**config.mk**
```make
export PLATFORM = sky130hd
export DESIGN_NAME = scatter_lane_reducer
export DESIGN_NICKNAME = d
export VERILOG_FILES = /design/src/rtl/scatter_lane_reducer.sv
export SDC_FILE = /design/constraint.sdc
export NUM_CORES = 1
export LEC_CHECK = 0
export CAP_MARGIN = 20
export CORE_MARGIN = 2
export CORE_UTILIZATION = 30
export CTS_BUF_LIST = sky130_fd_sc_hd__clkbuf_2 sky130_fd_sc_hd__clkbuf_4 sky130_fd_sc_hd__clkbuf_8
export DETAILED_ROUTE_END_ITERATION = 16
export GPL_TIMING_DRIVEN = 0
export SLEW_MARGIN = 20
export SYNTH_ARGS = -nofsm -noshare
export SYNTH_HDL_FRONTEND = slang
export SYNTH_SLANG_ARGS = --single-unit
```
**constraint.sdc**
```tcl
create_clock -name clk -period 3.68 [get_ports clk]
set_input_delay 0.368 -clock clk [delete_from_list [all_inputs] [get_ports clk]]
set_output_delay 0.368 -clock clk [all_outputs]
set_load 0.005 [all_outputs]
```
**src/rtl/scatter_lane_reducer.sv**
```systemverilog
`default_nettype none
// ============================================================================
// Module   : scatter_lane_reducer
// Brief    : N-lane scatter completion tracker plus pipelined charge reducer.
// Revision : 1.0
// ============================================================================
module scatter_lane_reducer #(
  parameter int NUM_LANES = 4,
  parameter int NUM_PORTS = 2,
  parameter int CHARGE_W  = 16,
  parameter int SATURATE  = 1,
  parameter int TIMEOUT   = 1024
) (
  input  logic                                      clk,
  input  logic                                      rst_n,
  input  logic                                      start_i,
  input  logic [NUM_LANES-1:0]                      lane_done_i,
  output logic                                      busy_o,
  output logic                                      done_o,
  output logic                                      timeout_o,
  input  logic                                      charge_valid_i,
  input  logic [NUM_LANES*NUM_PORTS*4*CHARGE_W-1:0] charge_i,
  output logic                                      charge_valid_o,
  output logic [NUM_PORTS*4*CHARGE_W-1:0]           charge_o,
  output logic                                      overflow_o
);

  localparam int NPC   = NUM_PORTS * 4;
  localparam int DEPTH = $clog2(NUM_LANES);
  localparam int CNT_W = $clog2(TIMEOUT);
  localparam logic [CNT_W-1:0]     CNT_LAST = CNT_W'(TIMEOUT - 1);
  localparam logic [NUM_LANES-1:0] ALL_DONE = '1;

  typedef enum logic [0:0] {
    IDLE = 1'b0,
    RUN  = 1'b1
  } state_e;

  state_e               state_q, state_d;
  logic [NUM_LANES-1:0] mask_q, mask_d;
  logic [CNT_W-1:0]     cnt_q, cnt_d;
  logic                 done_q, done_d;
  logic                 timeout_q, timeout_d;

  // Number of live operands at a given tree level (level 0 = lanes).
  function automatic int lvl_cnt(input int lvl);
    return (NUM_LANES + (1 << lvl) - 1) >> lvl;
  endfunction

  always_ff @(posedge clk or negedge rst_n) begin
    if (!rst_n) begin
      state_q   <= IDLE;
      mask_q    <= '0;
      cnt_q     <= '0;
      done_q    <= 1'b0;
      timeout_q <= 1'b0;
    end else begin
      state_q   <= state_d;
      mask_q    <= mask_d;
      cnt_q     <= cnt_d;
      done_q    <= done_d;
      timeout_q <= timeout_d;
    end
  end

  always_comb begin
    state_d   = state_q;
    mask_d    = mask_q;
    cnt_d     = cnt_q;
    done_d    = 1'b0;
    timeout_d = 1'b0;
    case (state_q)
      IDLE: begin
        if (start_i) begin
          state_d = RUN;
          mask_d  = '0;
          cnt_d   = '0;
        end
      end
      RUN: begin
        // Restart drops this cycle's lane_done; completion outranks timeout.
        if (start_i) begin
          mask_d = '0;
          cnt_d  = '0;
        end else if ((mask_q | lane_done_i) == ALL_DONE) begin
          done_d  = 1'b1;
          state_d = IDLE;
        end else if (cnt_q == CNT_LAST) begin
          timeout_d = 1'b1;
          state_d   = IDLE;
        end else begin
          mask_d = mask_q | lane_done_i;
          cnt_d  = cnt_q + CNT_W'(1);
        end
      end
      default: state_d = IDLE;
    endcase
  end

  assign busy_o    = (state_q == RUN);
  assign done_o    = done_q;
  assign timeout_o = timeout_q;

  logic [CHARGE_W-1:0] opnd   [DEPTH+1][NUM_LANES][NPC];
  logic [CHARGE_W-1:0] tree_q [DEPTH][NUM_LANES][NPC];
  logic [CHARGE_W-1:0] tree_d [DEPTH][NUM_LANES][NPC];
  logic [DEPTH-1:0]    vld_q;
  logic [DEPTH:0]      vin;
  logic                ovf_hit;
  logic                ovf_q;
  logic [CHARGE_W:0]   sum;

  assign vin = {vld_q, charge_valid_i};

  always_comb begin
    for (int i = 0; i < NUM_LANES; i++) begin
      for (int c = 0; c < NPC; c++) begin
        opnd[0][i][c] = charge_i[(i*NPC + c)*CHARGE_W +: CHARGE_W];
        for (int l = 1; l <= DEPTH; l++) begin
          opnd[l][i][c] = tree_q[l-1][i][c];
        end
      end
    end
  end

  always_comb begin
    ovf_hit = 1'b0;
    sum     = '0;
    for (int l = 0; l < DEPTH; l++) begin
      for (int i = 0; i < NUM_LANES; i++) begin
        for (int c = 0; c < NPC; c++) begin
          tree_d[l][i][c] = '0;
          if (i < lvl_cnt(l + 1)) begin
            if (2*i + 1 < lvl_cnt(l)) begin
              sum = {1'b0, opnd[l][2*i][c]} + {1'b0, opnd[l][2*i+1][c]};
              if (sum[CHARGE_W]) begin
                tree_d[l][i][c] = (SATURATE != 0) ? '1 : sum[CHARGE_W-1:0];
                if (vin[l]) ovf_hit = 1'b1;
              end else begin
                tree_d[l][i][c] = sum[CHARGE_W-1:0];
              end
            end else begin
              tree_d[l][i][c] = opnd[l][2*i][c];
            end
          end
        end
      end
    end
  end

  // Stages load only on valid beats, so the output holds between beats.
  always_ff @(posedge clk or negedge rst_n) begin
    if (!rst_n) begin
      vld_q <= '0;
      ovf_q <= 1'b0;
      for (int l = 0; l < DEPTH; l++)
        for (int i = 0; i < NUM_LANES; i++)
          for (int c = 0; c < NPC; c++)
            tree_q[l][i][c] <= '0;
    end else begin
      vld_q <= vin[DEPTH-1:0];
      if (ovf_hit) ovf_q <= 1'b1;
      else if (start_i) ovf_q <= 1'b0;
      for (int l = 0; l < DEPTH; l++)
        if (vin[l])
          for (int i = 0; i < NUM_LANES; i++)
            for (int c = 0; c < NPC; c++)
              tree_q[l][i][c] <= tree_d[l][i][c];
    end
  end

  always_comb begin
    charge_o = '0;
    for (int c = 0; c < NPC; c++) begin
      charge_o[c*CHARGE_W +: CHARGE_W] = tree_q[DEPTH-1][0][c];
    end
  end

  assign charge_valid_o = vld_q[DEPTH-1];
  assign overflow_o     = ovf_q;

endmodule
`default_nettype wire

```
# --- Word-level counts from Yosys, hierarchy flattened ---
# Cells that the tools add are included.
classes:
  add_sub_neg: 25
  multipliers: 0
  div_mod_pow: 0
  magnitude_cmp: 0
  n_eq_ne: 5
  shift: 0
  muxes: 96
  bitwise_logic: 2
  n_reduce_logical: 2
op_table:
  columns: ["cell", "count"]
  rows:
  - ["adder 16 x 16 -> 17 bit", 24]
  - ["2-to-1 mux 16 bit", 24]
  - ["2-to-1 mux 1 bit", 61]
  - ["2-to-1 mux 10 bit", 4]
  - ["one-hot mux 10 bit (2 select lines)", 1]
  - ["2-to-1 mux 4 bit", 4]
  - ["adder 10 x 1 -> 10 bit, second input constant", 1]
  - ["equality test 10 bit, second input constant", 1]
  - ["one-hot mux 4 bit (2 select lines)", 1]
  - ["!= test 3 bit, second input constant", 2]
  - ["equality test 4 bit, second input constant", 1]
  - ["bitwise OR 4 bit", 1]
  - ["AND reduction 3 bit", 1]
  - ["!= test 2 bit, second input constant", 1]
  - ["one-hot mux 1 bit (2 select lines)", 1]
  - ["nonzero test 2 bit", 1]
  - ["NOT 1 bit", 1]
totals:
  ff_bits: 404
  latchBits: 0
  ram_bits: 0
  rom_bits: 0
  out_inout_bits: 133
  n_memories: 0

# --- Longest topological paths before layout ---
depth:
  word_depth: 49
  mapped_depth: 14
  ltp_nobuf: 13

# --- Least setup slack after synthesis ---
# OpenSTA, ideal clock, no wires.
synth_path:
  path_kind: "input to register"
  start: "input charge_i[0]"
  end: "register ovf_q, in the netlist overflow_o"
  setup_ns: 0.126
  arrival_ns: 3.051
  path_slack_ns: 0.503
  path_stages: 12
  path_cell_list: "ha_1 -> fa_1 -> a211o_1 -> o211ai_2 -> a21oi_1 -> a41oi_2 -> a41oi_2 -> or4_1 -> nor4_2 -> and4b_1 -> a21boi_1 -> a221o_1"
synth_between:
  elab_chain_len: 49
  elab_cells_between_ends: 50
  cone_classes: "1 x add/sub; 48 x mux; 1 x reduce/logical"
synth_rtl:
  columns: ["element", "line", "text"]
  rows:
  - ["start, declared", "22", "input logic [NUM_LANES*NUM_PORTS*4*CHARGE_W-1:0] charge_i,"]
  - ["adder 16 x 16 -> 17 bit *", "135", "sum = {1'b0, opnd[l][2*i][c]} + {1'b0, opnd[l][2*i+1][c]};"]
  - ["2-to-1 mux 1 bit *", "136", "if (sum[CHARGE_W]) begin"]
  - ["2-to-1 mux 1 bit", "138", "if (vin[l]) ovf_hit = 1'b1;"]
  - ["2-to-1 mux 1 bit *", "136", null]
  - ["2-to-1 mux 1 bit", "138", null]
  - ["2-to-1 mux 1 bit *", "136", null]
  - ["2-to-1 mux 1 bit", "138", null]
  - ["2-to-1 mux 1 bit *", "136", null]
  - ["[33 not listed]", null, null]
  - ["2-to-1 mux 1 bit *", "136", null]
  - ["2-to-1 mux 1 bit", "138", null]
  - ["2-to-1 mux 1 bit *", "136", null]
  - ["2-to-1 mux 1 bit", "138", null]
  - ["2-to-1 mux 1 bit *", "136", null]
  - ["2-to-1 mux 1 bit", "138", null]
  - ["2-to-1 mux 1 bit *", "136", null]
  - ["2-to-1 mux 1 bit / nonzero test 2 bit (equally long branches)", null, null]
  - ["end signal, assigned", "155", "ovf_q <= 1'b0;"]
  - ["end signal, assigned", "162", "if (ovf_hit) ovf_q <= 1'b1;"]
  - ["end signal, assigned", "163", "else if (start_i) ovf_q <= 1'b0;"]
  - ["end, declared", "110", "logic ovf_q;"]
# Every way passes the cells marked *; elsewhere a longest branch is shown, timed or not.
# A chain may end at the register's enable or synchronous reset.

# --- Worst setup path after layout ---
layout_path:
  start: "input charge_i[256]"
  end: "register ovf_q, in the netlist overflow_o"
layout_between:
  elab_chain_len: 33
  elab_cells_between_ends: 34
  cone_classes: "1 x add/sub; 32 x mux; 1 x reduce/logical"
layout_rtl:
  columns: ["element", "line"]
  rows:
  - ["adder 16 x 16 -> 17 bit *", "135"]
  - ["2-to-1 mux 1 bit *", "136"]
  - ["2-to-1 mux 1 bit", "138"]
  - ["2-to-1 mux 1 bit *", "136"]
  - ["2-to-1 mux 1 bit", "138"]
  - ["2-to-1 mux 1 bit *", "136"]
  - ["2-to-1 mux 1 bit", "138"]
  - ["2-to-1 mux 1 bit *", "136"]
  - ["[17 not listed]", null]
  - ["2-to-1 mux 1 bit *", "136"]
  - ["2-to-1 mux 1 bit", "138"]
  - ["2-to-1 mux 1 bit *", "136"]
  - ["2-to-1 mux 1 bit", "138"]
  - ["2-to-1 mux 1 bit *", "136"]
  - ["2-to-1 mux 1 bit", "138"]
  - ["2-to-1 mux 1 bit *", "136"]
  - ["2-to-1 mux 1 bit / nonzero test 2 bit (equally long branches)", null]
# Marked as above.

==> results.ini <==
[yosys]
yosysWarnings=0
synth_top_flop_cell=dfrtp_1
synth_seq_cells=404
synth_async_sr_flop_share=1.000
postSynthCellCount=3565
syn-num-nets=4494
synth_edf_count=0
synth_area_um2=31400
synth.distinct_cells=78
ys_seq_area_frac=0.3220
avgSynthCellArea_um2=8.808

[worst_setup_path]
crit_path_max_incr_delay_ns=0.44
critPathLaunch=charge_i[256]
critical_path_depth=14
crit_type=input pin to register
r2r_start=opnd[864]
critPathMaxFanout=4
reg2reg_slack_ns=0.23
crit_chain=clkdlybuf4s50_1 > ha_1 > inv_1 > fa_1 > nor2b_1 > o31ai_1 > o2bb2ai_1 > o2111ai_1 > a21o_1 > a21o_1 > nor4_2 > and4b_1 > a21boi_1 > a221o_1
worstPathArrival_ns=4.09
worst-path-buf-inv=2
timing.rr.end=overflow_o
crit_path_end=overflow_o
path_delay_family=compound AO/OA/AOI/OAI gates
ff2ff_path_depth=13
worst_setup_path_end_kind=register
crit_top_cell=a21o_1
crit_slowest_cell=clkdlybuf4s50_1
worstPathRequired_ns=4.20
cp-start-kind=input pin

[floorplanning]
placementRows=118
dieHeight_um=327.5
core_um2=103600
die_w_um=327.5
die-area_um2=107300
io_pins=653
start_util=0.3030

[sta]
tightestPinTransition_ns=1.164
relSlewSlack=0.2241
worst_slack_ns=0.1107
setup_viol=0
rsz0062_at_grt=no
period_minus_slack_ns=3.569
hold_viol=0
totalNegativeSetupSlack_ns=0
fmax_ghz=0.2802
slew_violations=0
finalCritPeriodShare=0.9699
clock_skew_ns=0.04973

[layout]
layoutNonFillerInstCount=5749
fillerInstances=10613
design_area_um2=41660
drive_gt1_frac=0.08047
nNetsFinal=5230
area_growth_pct=32.68

[pwr]
switchingPower_mw=8.339
powerDensity_nw_per_um2=523.6
p_seq_frac=0.289
switching_share=0.3823
leakage_nw=17.72
pwr-share-clk=0.230
intPower_mw=13.47
ir_drop_v=0.0002638
p_comb_frac=0.481

[clock_tree]
h-tree-depth=3
numCtsBuffers=78
clock-sinks=404
post-cts-setup-buffer-count=0
root_buffer=clkbuf_8
clock_latency_ns=0.68
clk_pin_slew_ns=0.06
cts_buffer_depth=3
cts_tree=done

[routing]
drtIter0Drc=1935
wl_per_cell_um=21.59
route.detailed.drc=0
routed_wl_mm=124.1
vias=29286
ant_nets=0
drtPass1Iterations=5
viasPerCell=5.094

[place]
gp_congestion=0.8877
placed_area_um2=39800
dp_cells=5602
pre_cts_slack_ns=-1.281
io_buffers=651
hpwl_mm=100.8

[grt]
grt_start_max_net_pins=92
grt_pass1_wl_mm=180.7
grt_usage=0.2253
overflow=0
antenna_found_initial=13
grt_pass1_vias=29168

[status]
outcome=finished clean

[worst_hold_path]
hold_path_class=input pin to register

[run]
cap_violations=0

==> power groups by stage <==
stage / Combinational, mW / Sequential, mW / Clock (mW)
final: 10.5 / 6.30 / 5.02
after global routing: 11.5 / 6.42 / 5.33
after CTS: 10.5 / 6.29 / 5.15
after detailed placement: 10.4 / 6.35 / 0
after global placement: 10.3 / 6.35 / 0
after floorplan: 6.33 / 6.06 / 0
==> registers in the layout, summed over array words and instances (netlist names) <==
signal,count
opnd,256
vld_q,2
charge_o,128
overflow_o,1
cnt_q,10
done_o,1
timeout_o,1
mask_q,4
busy_o,1
==> cell usage after synthesis (106+ instances only) <==
library cell | number | area share
a21oi_1 | 267 | 0.043
xor2_1 | 168 | 0.047
ha_1 | 385 | 0.15
xnor2_1 | 128 | 0.036
o21ai_0 | 137 | 0.022
clkbuf_1 | 109 | 0.013
a31oi_1 | 330 | 0.066
buf_4 | 128 | 0.031
inv_1 | 151 | 0.018
nand2_1 | 106 | 0.013
nor2_1 | 541 | 0.065
dfrtp_1 | 404 | 0.32
==> worst min-delay path by stage <==
stage | startpoint | end | slack [ns] | cells past startpoint
detailed placement | rst_n | opnd[839] | 0.36 | 1
finish | start_i | mask_q[3] | 0.09 | 2
CTS | start_i | mask_q[3] | 0.04 | 2
global placement | vld_q[0] | vld_q[1] | 0.39 | 0
floorplan | rst_n | busy_o | 0.07 | 0
global route | start_i | mask_q[3] | 0.09 | 2
==> routing by layer <==
layer,vias to the layer above,part of all wire,global-route usage
li1,14272,-,-
met1,13974,0.43,0.2818
met2,854,0.47,0.3763
met3,184,0.067,0.05153
met4,2,0.037,0.08556
met5,-,0.00010,0
==> cell usage in the layout (no fill, tap or decap), drive strengths merged, types with 10 or more instances in the layout <==
master         synthesis  routed
ha                   385     385
a31oi                330     330
and2                  13      13
o22a                  23      23
dfrtp                404     404
clkbuf               109     235
a211o                 11      11
o21a                  51      51
fa                    24      24
nand2                106     106
inv                  151     154
nand4                 25      25
o21ai                143     143
xnor2                128     128
xor2                 168     168
a21oi                267     267
a21boi                16      16
or3                   27      27
o31ai                 10      10
nand3                 44      44
or2                   13      13
nor2b                 46      46
a31o                  13      13
nand2b                51      51
and3                  16      16
a21o                 102     102
o41ai                 12      12
o211ai                14      14
o31a                  11      11
buf                  131     137
clkdlybuf4s50          0     650
nor3                  40      40
nor2                 541     541
o21bai                32      32
==> layout make-up <==
type / count / area [um2] / area share
Antenna cell: 7 / 17.52 / 0.0004205
Buffer: 238 / 1399 / 0.03358
Clock buffer: 127 / 1598 / 0.03835
Clock inverter: 14 / 147.6 / 0.003544
Inverter: 152 / 570.5 / 0.01369
Multi-Input combinational cell: 2769 / 19430 / 0.4665
Sequential cell: 404 / 10110 / 0.2427
Tap cell: 1380 / 1727 / 0.04145
Timing Repair Buffer: 658 / 6658 / 0.1598
==> cells by family after synthesis <==
logic type	after synthesis	synth area share
AO/OA/AOI/OAI	1100	0.2243
AND/OR/NAND/NOR	953	0.1366
adder cells (fa/ha/maj)	409	0.1687
flip-flops	404	0.3220
buffers and inverters	392	0.06216
XOR/XNOR	296	0.08256
multiplexers	11	0.003786
==> per-stage QoR <==
step / util / hold WS (ns) / total power [mW]
after floorplan: - / 0.07241 / 12.39
after global placement: 0.3825 / 0.3851 / 16.69
after detailed placement: 0.3840 / 0.3560 / 16.80
after CTS: 0.4013 / 0.03947 / 21.95
after global routing: 0.4020 / 0.09420 / 23.28
final: 0.4020 / 0.09406 / 21.81
==> repair_timing <==
action / CTS / global route
pin swaps: 0 / 1
resized for setup: 8 / 13
setup endpoints to repair: 20 / 58
hold endpoints to repair: 56 / 0
hold buffers: 1 / 0
Note: power is estimated with default switching activity, not from simulation.
